`src/rtl/mem_arbiter.sv`:
```
// Two-requester arbiter in front of a single-ported data memory.
// Round-robin on ties, fixed access stretch of WAIT_CYCLES+1 cycles, one-cycle completion pulse.

module mem_arbiter_rsp (
  input  logic        clk,
  input  logic        rst,
  input  logic        set,
  input  logic [31:0] rdata_in,
  input  logic        err_in,
  output logic        ready,
  output logic [31:0] rdata,
  output logic        err
);
  // rdata/err are only non-zero alongside the ready pulse
  always_ff @(posedge clk) begin
    if (!rst) begin
      ready <= 1'b0;
      rdata <= '0;
      err   <= 1'b0;
    end else begin
      ready <= set;
      rdata <= set ? rdata_in : '0;
      err   <= set & err_in;
    end
  end
endmodule

module mem_arbiter #(
  parameter int unsigned WAIT_CYCLES = 2,
  parameter logic [31:0] BASE_ADDR   = 32'd1024,
  parameter int unsigned DEPTH       = 64
) (
  input  logic        clk,
  input  logic        rst,
  input  logic        req0_valid,
  input  logic        req0_wr,
  input  logic [31:0] req0_addr,
  input  logic [31:0] req0_wdata,
  output logic        req0_ready,
  output logic [31:0] req0_rdata,
  output logic        req0_err,
  input  logic        req1_valid,
  input  logic        req1_wr,
  input  logic [31:0] req1_addr,
  input  logic [31:0] req1_wdata,
  output logic        req1_ready,
  output logic [31:0] req1_rdata,
  output logic        req1_err,
  output logic [31:0] mem_addr,
  output logic [31:0] mem_wdata,
  output logic        mem_read,
  output logic        mem_write,
  input  logic [31:0] mem_rdata,
  output logic        busy
);
  localparam int NREQ = 2;
  localparam logic [32:0] ADDR_LO = {1'b0, BASE_ADDR};
  localparam logic [32:0] ADDR_HI = ADDR_LO + 33'(4 * DEPTH);
  localparam logic [3:0]  WAIT_LD = 4'(WAIT_CYCLES);

  typedef enum logic [1:0] {IDLE, ACCESS, DONE} state_t;
  typedef struct packed {
    logic        wr;
    logic [31:0] addr;
    logic [31:0] wdata;
  } req_t;

  function automatic logic addr_ok(input logic [31:0] a);
    return ({1'b0, a} >= ADDR_LO) && ({1'b0, a} < ADDR_HI) && (a[1:0] == 2'b00);
  endfunction

  logic [NREQ-1:0]        valid;
  req_t [NREQ-1:0]        req;
  logic                   gnt_sel;
  req_t                   cur;
  logic                   cur_legal;

  state_t                 state;
  logic [3:0]             cnt;
  logic                   last_grant;
  logic                   gnt_q;
  logic                   wr_lat;
  logic [31:0]            addr_q;
  logic [31:0]            wdata_q;
  logic                   rd_stb;
  logic                   wr_stb;

  logic                   done_set;
  logic                   rsp_sel;
  logic [31:0]            rsp_rdata;
  logic                   rsp_err;
  logic [NREQ-1:0]        rsp_rdy;
  logic [NREQ-1:0]        rsp_errs;
  logic [NREQ-1:0][31:0]  rsp_rdatas;

  assign valid  = {req1_valid, req0_valid};
  assign req[0] = {req0_wr, req0_addr, req0_wdata};
  assign req[1] = {req1_wr, req1_addr, req1_wdata};

  // On a tie the requester that lost last time wins
  always_comb begin
    gnt_sel = valid[1];
    if (&valid) gnt_sel = ~last_grant;
  end

  assign cur       = req[gnt_sel];
  assign cur_legal = addr_ok(cur.addr);

  always_ff @(posedge clk) begin
    if (!rst) begin
      state      <= IDLE;
      cnt        <= '0;
      last_grant <= 1'b1;
      gnt_q      <= 1'b0;
      wr_lat     <= 1'b0;
      addr_q     <= '0;
      wdata_q    <= '0;
      rd_stb     <= 1'b0;
      wr_stb     <= 1'b0;
    end else begin
      case (state)
        IDLE: begin
          if (|valid) begin
            gnt_q      <= gnt_sel;
            last_grant <= gnt_sel;
            wr_lat     <= cur.wr;
            if (cur_legal) begin
              state   <= ACCESS;
              cnt     <= WAIT_LD;
              addr_q  <= cur.addr;
              wdata_q <= cur.wdata;
              rd_stb  <= ~cur.wr;
              wr_stb  <= cur.wr && (WAIT_LD == 4'd0);
            end else begin
              state <= DONE;
            end
          end
        end
        ACCESS: begin
          if (cnt == 4'd0) begin
            state   <= DONE;
            addr_q  <= '0;
            wdata_q <= '0;
            rd_stb  <= 1'b0;
            wr_stb  <= 1'b0;
          end else begin
            cnt    <= cnt - 4'd1;
            // write strobe only in the final access cycle
            wr_stb <= wr_lat && (cnt == 4'd1);
          end
        end
        DONE:    state <= IDLE;
        default: state <= IDLE;
      endcase
    end
  end

  // Completion is loaded into the response registers on the edge that enters DONE
  always_comb begin
    done_set  = 1'b0;
    rsp_sel   = gnt_q;
    rsp_rdata = '0;
    rsp_err   = 1'b0;
    case (state)
      IDLE: begin
        if (|valid && !cur_legal) begin
          done_set = 1'b1;
          rsp_sel  = gnt_sel;
          rsp_err  = 1'b1;
        end
      end
      ACCESS: begin
        if (cnt == 4'd0) begin
          done_set  = 1'b1;
          rsp_rdata = wr_lat ? 32'h0 : mem_rdata;
        end
      end
      default: ;
    endcase
  end

  for (genvar i = 0; i < NREQ; i++) begin : g_rsp
    mem_arbiter_rsp u_rsp (
      .clk      (clk),
      .rst      (rst),
      .set      (done_set && (int'(rsp_sel) == i)),
      .rdata_in (rsp_rdata),
      .err_in   (rsp_err),
      .ready    (rsp_rdy[i]),
      .rdata    (rsp_rdatas[i]),
      .err      (rsp_errs[i])
    );
  end

  assign req0_ready = rsp_rdy[0];
  assign req0_rdata = rsp_rdatas[0];
  assign req0_err   = rsp_errs[0];
  assign req1_ready = rsp_rdy[1];
  assign req1_rdata = rsp_rdatas[1];
  assign req1_err   = rsp_errs[1];

  // Strobes drop the moment reset asserts so an aborted write never lands
  assign mem_read  = rd_stb & rst;
  assign mem_write = wr_stb & rst;
  assign mem_addr  = addr_q;
  assign mem_wdata = wdata_q;
  assign busy      = (state != IDLE);
endmodule

```
`config.mk`:
```
export PLATFORM = sky130hd
export DESIGN_NAME = mem_arbiter
export DESIGN_NICKNAME = d
export VERILOG_FILES = /design/src/rtl/mem_arbiter.sv
export SDC_FILE = /design/constraint.sdc
export NUM_CORES = 1
export LEC_CHECK = 0
export CAP_MARGIN = 20
export CELL_PAD_IN_SITES_DETAIL_PLACEMENT = 1
export CELL_PAD_IN_SITES_GLOBAL_PLACEMENT = 2
export CORE_MARGIN = 2
export CORE_UTILIZATION = 23
export DETAILED_ROUTE_END_ITERATION = 8
export HOLD_SLACK_MARGIN = 0.15
export PLACE_DENSITY_LB_ADDON = 0.05
export SETUP_SLACK_MARGIN = 0.3
export SKIP_CTS_REPAIR_TIMING = 1
export SYNTH_ARGS = -nofsm -noshare
export SYNTH_HDL_FRONTEND = slang
export SYNTH_SLANG_ARGS = --single-unit
```
`constraint.sdc`:
```
create_clock -name clk -period 3.55 [get_ports clk]
set_clock_uncertainty 0.1 [all_clocks]
set_input_delay 0.71 -clock clk [delete_from_list [all_inputs] [get_ports clk]]
set_output_delay 0.71 -clock clk [all_outputs]
set_load 0.02 [all_outputs]
```
==> impl_metrics.csv, run 1 <==
group,metric,value,unit
outcome,outcome,"finished, final reports clean",
layout,nets,931,
critical_path,cp.required,2740,ps
yosys,syn_avg_cell_area,11.1,um2
yosys,syn_nets,639,
yosys,syn-instance-count,470,
cts,clkTransAtPathRegs,60,ps
yosys,ys_warn_count,0,
layout,utilization,40.5,%
die,core,0.0224,mm2
yosys,netlist_top_cells_count,"143 x dfxtp_1, 94 x and3_1, 39 x mux2i_1",
detailed_routing,wl,18.7,mm
sta,setup-violations-final,0,
cts,cts_tree,"yes",
critical_path,r2r-end,"mem_addr[10]",
sta,slew_headroom,53.2,%
global_routing,grt_start_max_net_pins,83,
yosys,synth_mux_area_share,8.16,%
worst_hold_path,hp-start,"mem_wdata[12]",
sta,rsz0062_at_grt,"false",
pwr,pwr-share-comb,9.6,%
yosys,synth.yosys.seq_area_share,55.1,%
global_routing,grt_first_pass_wirelength,28.9,mm
die,dieArea,0.0238,mm2
detailed_routing,ant_nets,0,
pwr,p_leak,3.85,nW
die,fp.dieH,154,um
die,die_w,154,um
cts,insertion_delay,410,ps
pwr,ir_worst_vdd,0.000294,V
yosys,synth_simple_gate_area_share,20.6,%
layout,syn2layout_area_growth,74.8,%
sta,fmax,0.349,GHz
critical_path,crit_path_max_fanout,3,
pwr,internal_power,2.79,mW
yosys,synthXorXnorAreaFrac,0.169,%
die,start_util,23.2,%
layout,drive_gt1_share,10.2,%
critical_path,cp.arrival,2060,ps
yosys,yosys-top-cells-area,"dfxtp_1 55%, and3_1 11%, mux2i_1 7.5%",
detailed_routing,drc,0,
detailed_routing,via_per_inst,4.50,
yosys,ys_ff_latch,143,
job,cap_viol_max_count,0,
critical_path,crit_path_end_kind,"output pin",
yosys,synth_flop_cell,"dfxtp_1",
place,io_buffers,300,
yosys,synth_edf_count,0,
cts,root_buffer,"clkbuf_16",
yosys,synth_area,0.00520,mm2
layout,antennaDiodeCount,0,
detailed_routing,first_iter_violations,169,
critical_path,rr_worst_depth,6,
critical_path,ff2ff_setup_slack,1320,ps
critical_path,reg2reg_from,"cnt[0]",
worst_hold_path,min_path_type,"flop to flop",
yosys,synth_top_area_share,55.1,%
yosys,synth_compound_area_share,11.3,%
yosys,synth.distinct_cells,49,
detailed_routing,first_pass_iters,6,
sta,fin_crit,2870,ps
worst_hold_path,min_to,"mem_wdata[12]",
cts,cts.path.max_buffers,2,
die,ios,301,
sta,tightest_slew,702,ps
global_routing,antenna_found_initial,0,
die,fp-row-count,55,
place,gp_congestion,0.757,
cts,cts.sinks,143,
yosys,synth_most_common_cell,"dfxtp_1",
pwr,switching_share,24.8,%
worst_hold_path,hold_depth,1,
cts,cts_buffers,17,
sta,tns,0,ps
yosys,synth_fa_ha_area_share,0.722,%
pwr,switchingPower,0.921,mW
pwr,p_clk_share,46.8,%
detailed_routing,vias,4774,
critical_path,crit_type,"primary input to output pin",
sta,hold_violations,0,
sta,fin_crit_sh,80.8,%
yosys,yosys.area.top_type,"dfxtp_1",
pwr,power_frac_seq,43.6,%
yosys,async_flop_share,0,%
sta,report.final.slew_viol_count,0,
pwr,p_per_area,408,mW/mm2
detailed_routing,post_drt_wl_per_cell,17.7,um
global_routing,gr-total-overflow,0,
global_routing,grt_usage,15.5,%
cts,cts_htree_levels,4,
global_routing,grt_pass1_vias,5056,
critical_path,critPathLaunchType,"primary input",
place,dp_hpwl,14.0,mm
yosys,synth_top_family_by_area,"simple AND/OR/NAND/NOR gates",
## sequential cells by signal (all words and copies together) (netlist names)
| signal | cells |
|---|---|
| g_rsp.u_rsp.err | 2 |
| gnt_q | 1 |
| mem_addr | 32 |
| rd_stb | 1 |
| g_rsp.u_rsp.ready | 2 |
| state | 2 |
| wr_lat | 1 |
| last_grant | 1 |
| mem_wdata | 32 |
| wr_stb | 1 |
| g_rsp.u_rsp.rdata | 64 |
| cnt | 4 |
## layout make-up
type                            instances  area (um2)
Tap cell                              285         357
Multi-Input combinational cell        285        2140
Inverter                                4        15.0
Clock inverter                         14         144
Timing Repair Buffer                  311        3130
Clock buffer                           18         439
Fill cell                            2473       13300
Sequential cell                       143        2860
## how the worst max path moves through the flow
stage / from / endpoint / slack, ps / cells after the start
finish: rst / mem_read / 680 / 3
global route: rst / mem_read / 600 / 3
floorplan: req0_addr[28] / mem_wdata[11] / 1330 / 8
detailed placement: req0_addr[11] / mem_addr[10] / 300 / 7
CTS: rst / mem_read / 650 / 3
global placement: req1_valid / g_rsp[1].u_rsp.rdata[13] / 240 / 7
## power by group through the flow
stage / logic, mW / clock network (mW) / registers (mW)
2_1_floorplan: 0.109 / 0 / 1.65
3_3_place_gp: 0.347 / 0 / 1.65
3_5_place_dp: 0.362 / 0 / 1.65
4_1_cts: 0.364 / 1.80 / 1.61
5_1_grt: 0.385 / 1.88 / 1.61
6_report: 0.357 / 1.74 / 1.62
## worst max-delay path, stage by stage
cell and delay, ps:
clkdlybuf4s50_1 540, and2_1 170, clkdlybuf4s50_1 640
## cells by family after synthesis
family,after synthesis
AND/OR/NAND/NOR,179
flip-flops,143
AO/OA/AOI/OAI,61
buffers and inverters,42
multiplexers,41
adder cells (fa/ha/maj),3
XOR/XNOR,1
## cell usage in the layout, fill, tap and decap left out, types with 2 or more instances in the layout
master	instances
nand3_1	32
o2bb2ai_1	10
mux2i_1	39
and3_1	94
nand4_1	2
clkdlybuf4s50_1	300
dfxtp_1	143
buf_4	8
o21ai_0	4
nor4_1	9
nor2b_1	2
ha_1	3
clkbuf_16	17
and2_1	7
inv_6	3
inv_8	6
a21oi_1	4
nor2_1	9
nor4b_1	2
inv_1	4
clkinv_4	3
nand2_1	11
nor3_1	3
a21bo_2	2
o31ai_1	7
o31ai_2	21
## stage by stage
step | power, mW | instances | hold WS (ps) | worst slack, ps | area (um2)
global placement | 2.00 | 1026 | 346 | 239 | 8460
finish | 3.71 | 1060 | 361 | 682 | 9090
detailed placement | 2.01 | 1028 | 345 | 303 | 8500
CTS | 3.78 | 1060 | 366 | 654 | 9090
floorplan | 1.76 | 470 | 398 | 1330 | 5200
global route | 3.88 | 1060 | 381 | 602 | 9090
## routing by layer
metal	global-route usage (%)	vias to the layer above	share of wire, %
met3	8.04	8	12
met2	26.7	207	48
met5	0	-	0
met1	17.1	2258	39
li1	-	2301	-
met4	3.44	0	0.80
Note: power is estimated with default switching activity, not from simulation.
==> inputs of run 2 (changes only) <==
- CORE_UTILIZATION: 23 -> 19
- clock period: 3.55 -> 2.4 ns (I/O delays scaled with it)
==> run 2 against run 1 <==
Sequential share of layout area down 3.4 points. Combinational power up 72%. Hold slack better by 2.9 ps.
==> impl_metrics.csv, run 2 (synthesized netlist as in run 1, its figures left out) <==
group,metric,value,unit
pwr,ir_worst_vdd,0.000310,V
global_routing,grt_first_pass_wirelength,29.7,mm
layout,nets,971,
critical_path,crit_path_max_incr_delay,680,ps
die,die_w,169,um
global_routing,gr-total-overflow,0,
detailed_routing,via_per_inst,4.32,
critical_path,cp.required,1820,ps
place,place_ws,-366,ps
die,ios,301,
sta,fmax,0.483,GHz
detailed_routing,first_pass_iters,4,
layout,antennaDiodeCount,0,
place,gp_congestion,0.723,
detailed_routing,ant_nets,0,
worst_hold_path,min_path_type,"flop to flop",
cts,cts.sinks,143,
sta,setup_slack,328,ps
cts,root_buffer,"clkbuf_16",
sta,tightest_slew,525,ps
global_routing,grt_usage,13.4,%
global_routing,grt_pass1_vias,5192,
layout,fin_cells,1156,
layout,largest_register,"g_rsp.u_rsp.rdata",
sta,report.final.slew_viol_count,0,
layout,largest_reg_flops,64,
die,dieArea,0.0287,mm2
critical_path,ff2ff_setup_slack,370,ps
cts,insertion_delay,420,ps
cts,cts_buffers,17,
global_routing,grt_start_max_net_pins,65,
outcome,outcome,"finished, final reports clean",
critical_path,crit_path_max_fanout,2,
sta,fin_crit,2070,ps
sta,setup-violations-final,0,
detailed_routing,first_iter_violations,101,
cts,clkTransAtPathRegs,60,ps
detailed_routing,vias,4996,
pwr,p_per_area,552,mW/mm2
critical_path,cp_cell_sequence,"clkdlybuf4s50_1",
critical_path,reg2reg_from,"last_grant",
critical_path,path_buf_inv,1,
job,cap_viol_max_count,0,
sta,hold_ws,364,ps
global_routing,antenna_found_initial,1,
place,dp_cells,1103,
critical_path,crit_type,"flop to output pin",
die,fp-row-count,60,
sta,rsz0062_at_grt,"true",
critical_path,cp.arrival,1490,ps
layout,fillerInstances,2897,
layout,syn2layout_area_growth,95.6,%
detailed_routing,wl,21.6,mm
critical_path,r2r-end,"mem_addr[14]",
pwr,p_total,5.61,mW
cts,cts_htree_levels,4,
critical_path,slowest_stage,"clkdlybuf4s50_1",
sta,slew_headroom,65.0,%
sta,fin_crit_sh,86.3,%
critical_path,worstSetupEndpoint,"mem_wdata[3]",
critical_path,rr_worst_depth,8,
die,fp.dieH,169,um
critical_path,critPathTopFamily,"buffers and inverters",
layout,drive_gt1_share,22.2,%
die,core,0.0269,mm2
cts,cts.path.max_buffers,2,
layout,final_cell_mix,"247 x clkdlybuf4s50_1, 143 x dfxtp_1, 70 x and3_1, 44 x dlymetal6s2s_1, 39 x mux2i_1",
detailed_routing,post_drt_wl_per_cell,18.7,um
place,io_buffers,300,
critical_path,critPathLaunchType,"flop",
die,start_util,19.3,%
sta,hold_violations,0,
critical_path,path_depth,1,
pwr,p_leak,4.59,nW
critical_path,crit_path_end_kind,"output pin",
place,dp_hpwl,14.7,mm
layout,final_common_cell,"clkdlybuf4s50_1",
critical_path,startpoint,"mem_wdata[3]",
cts,cts_tree,"yes",
detailed_routing,drc,0,
## run 2: cell types whose count changed in the layout (fill, tap and decap cells not counted), sizes merged
cell / previous run / this run
clkdlybuf4s50: 300 / 247
dlymetal6s2s: 0 / 44
buf: 11 / 44
clkbuf: 18 / 33
inv: 13 / 15
clkinv: 4 / 3
## run 2: cell type report
cell class / instances / area (um2) / area share, %
repair buffers: 351 / 3740 / 36.7
flip-flops and latches: 143 / 2860 / 28.2
multi-input cells: 285 / 2540 / 25.0
well taps: 341 / 427 / 4.20
clock buffers: 17 / 425 / 4.18
clock inverters: 15 / 156 / 1.54
inverters: 4 / 15.0 / 0.148
## run 2: where the power goes
group	internal [mW]	switching [mW]
Sequential	2.38	0.00808
Combinational	0.363	0.250
Clock	1.40	1.21
## run 2: worst min-delay path by stage
| stage | depth (start not counted) | startpoint | slack, ps | to |
|---|---|---|---|---|
| 2_1_floorplan | 1 | cnt[1] | 400 | cnt[1] |
| 3_3_place_gp | 1 | mem_addr[3] | 350 | mem_addr[3] |
| 3_5_place_dp | 1 | mem_addr[10] | 350 | mem_addr[10] |
| 4_1_cts | 1 | mem_addr[10] | 370 | mem_addr[10] |
| 5_1_grt | 2 | mem_wdata[6] | 390 | mem_wdata[6] |
| 6_report | 1 | mem_addr[10] | 360 | mem_addr[10] |
## run 2: per-layer routing
layer	part of all wire [%]	up-vias	global-route usage [%]	routed length, um
li1	-	2380	-	-
met4	1.3	2	3.64	286
met3	8.3	23	6.39	1790
met1	39	2441	14.2	8410
met2	51	150	23.7	11100
met5	0.056	-	0	12
## run 2: metrics by stage
stage | cell area [um2] | setup TNS (ps) | utilization (%)
after floorplan | 5200 | 0 | -
after global placement | 8760 | -33730 | 32.6
after detailed placement | 8760 | -36650 | 32.6
after CTS | 9340 | 0 | 34.8
after global routing | 10200 | 0 | 37.8
final | 10200 | 0 | 37.8
==> inputs of run 3 (changes only) <==
--- a/constraint.sdc
+++ b/constraint.sdc
@@ -4,2 +4,2 @@
 set_output_delay 0.48 -clock clk [all_outputs]
-set_load 0.02 [all_outputs]
+set_load 0.005 [all_outputs]
==> run 3 against run 2 <==
Combinational power down 11%. Highest routed layer unchanged. Hold slack better by 2.4 ps. Count of clock-buffer cells in the layout unchanged.
==> impl_metrics.csv, run 3 (synthesized netlist as in run 1, its figures left out) <==
group,metric,value,unit
layout,fin_cells,1148,
critical_path,cp.required,2610,ps
global_routing,grt_first_pass_wirelength,29.5,mm
job,cap_viol_max_count,0,
global_routing,grt_start_max_net_pins,65,
critical_path,crit_type,"flop to flop",
critical_path,cp.arrival,2220,ps
detailed_routing,wl,20.7,mm
worst_hold_path,min_path_type,"flop to flop",
sta,setup-violations-final,0,
layout,largest_reg_flops,64,
cts,cts_buffers,17,
detailed_routing,post_drt_wl_per_cell,18.0,um
layout,syn2layout_area_growth,89.9,%
global_routing,grt_usage,13.4,%
cts,cts.sinks,143,
sta,fin_crit_sh,83.6,%
pwr,internal_power,4.11,mW
layout,antennaDiodeCount,0,
global_routing,antenna_found_initial,1,
place,dp_cells,1101,
global_routing,use_met2,24.0,%
die,fp.dieH,169,um
detailed_routing,ant_nets,0,
global_routing,gr-total-overflow,0,
layout,largest_register,"g_rsp.u_rsp.rdata",
global_routing,busiest_layer,"met2",
cts,cts_tree,"yes",
cts,insertion_delay,410,ps
die,core,0.0269,mm2
layout,fin_area,0.00987,mm2
worst_hold_path,hp-start,"mem_addr[10]",
global_routing,globalRouteMet1Util,14.3,%
critical_path,r2r-end,"cnt[2]",
layout,fillerInstances,2921,
pwr,power_frac_seq,43.1,%
die,ios,301,
worst_hold_path,hold_depth,1,
pwr,p_leak,4.55,nW
pwr,switching_share,25.9,%
place,placed_cell_area,0.00874,mm2
detailed_routing,first_pass_iters,4,
detailed_routing,drc,0,
global_routing,grt_pass1_vias,5178,
cts,cts_htree_levels,4,
detailed_routing,via_per_inst,4.31,
sta,slew_headroom,67.3,%
cts,clkTransAtPathRegs,60,ps
cts,cts.path.max_buffers,2,
detailed_routing,vias,4943,
pwr,ir_worst_vdd,0.000314,V
critical_path,crit_path_end_kind,"flop",
critical_path,reg2reg_from,"cnt[0]",
place,dp_hpwl,14.7,mm
die,die_w,169,um
die,start_util,19.3,%
pwr,p_total,5.55,mW
critical_path,rr_worst_depth,7,
sta,tns,0,ps
sta,tightest_slew,490,ps
detailed_routing,first_iter_violations,157,
worst_hold_path,min_to,"mem_addr[10]",
die,dieArea,0.0287,mm2
pwr,p_clk_share,47.1,%
critical_path,critPathLaunchType,"flop",
sta,fmax,0.498,GHz
layout,drive_gt1_share,18.6,%
layout,final_cell_mix,"248 x clkdlybuf4s50_1, 140 x dfxtp_1, 93 x and3_1, 44 x dlymetal6s2s_1, 39 x mux2i_1",
sta,hold_violations,0,
sta,fin_crit,2010,ps
critical_path,crit_path_max_fanout,9,
layout,nets,963,
layout,final_common_cell,"clkdlybuf4s50_1",
sta,report.final.slew_viol_count,0,
pwr,p_per_area,562,mW/mm2
pwr,switchingPower,1.44,mW
sta,rsz0062_at_grt,"true",
outcome,outcome,"finished, final reports clean",
place,gp_congestion,0.721,
place,io_buffers,300,
critical_path,startpoint,"cnt[0]",
critical_path,ff2ff_setup_slack,390,ps
cts,root_buffer,"clkbuf_16",
global_routing,met3_usage,6.06,%
pwr,pwr-share-comb,9.9,%
die,fp-row-count,60,
## run 3: cell count changes in the layout (fill, tap and decap cells not counted), moves of 3 or more
cell       before  now
dfxtp_1       143  140
and3_4         24    1
clkbuf_16      25   21
buf_4          27   24
and3_1         70   93
o31ai_4         4    1
o2bb2ai_2       0    3
## run 3: through the flow
step	setup WS, ps	hold WS (ps)	util, %
6_report	393	367	36.7
5_1_grt	235	391	36.7
4_1_cts	-20.1	375	34.7
3_5_place_dp	-448	355	32.5
3_3_place_gp	-300	346	32.5
2_1_floorplan	410	356	-
## run 3: worst max-delay path by stage
stage	depth (start not counted)	end	slack (ps)
finish	7	cnt[2]	390
global route	7	cnt[2]	230
CTS	7	mem_wdata[4]	-20
detailed placement	7	mem_wdata[4]	-450
global placement	8	mem_wdata[3]	-300
floorplan	8	mem_wdata[11]	410
## run 3: metal layers
layer / up-vias / share of wire (%) / wire length (um)
li1: 2362 / - / -
met1: 2418 / 39 / 8010
met3: 16 / 8.4 / 1750
met2: 145 / 52 / 10700
met4: 2 / 1.0 / 208
met5: - / 0.058 / 12
## run 3: power by group through the flow
stage | sequential [mW] | clock, mW | combinational (mW)
2_1_floorplan | 2.44 | 0 | 0.159
3_3_place_gp | 2.44 | 0 | 0.539
3_5_place_dp | 2.44 | 0 | 0.546
4_1_cts | 2.39 | 2.72 | 0.548
5_1_grt | 2.39 | 2.83 | 0.592
6_report | 2.39 | 2.61 | 0.547
## run 3: layout make-up
type | count | area (um2) | share of cell area, %
repair buffers | 343 | 3620 | 36.6
inverters | 4 | 15.0 | 0.152
multi-input cells | 285 | 2350 | 23.8
flip-flops and latches | 143 | 2870 | 29.1
clock buffers | 17 | 425 | 4.31
clock inverters | 15 | 166 | 1.69
well taps | 341 | 427 | 4.32
## run 3: worst max-delay path: stages, from the launching register on
cell      delay (ps)
dfxtp_1          340
inv_1             90
ha_1             190
nand4b_2         320
and3_1           300
a32oi_1          280
xnor2_1          100
and3_1           180
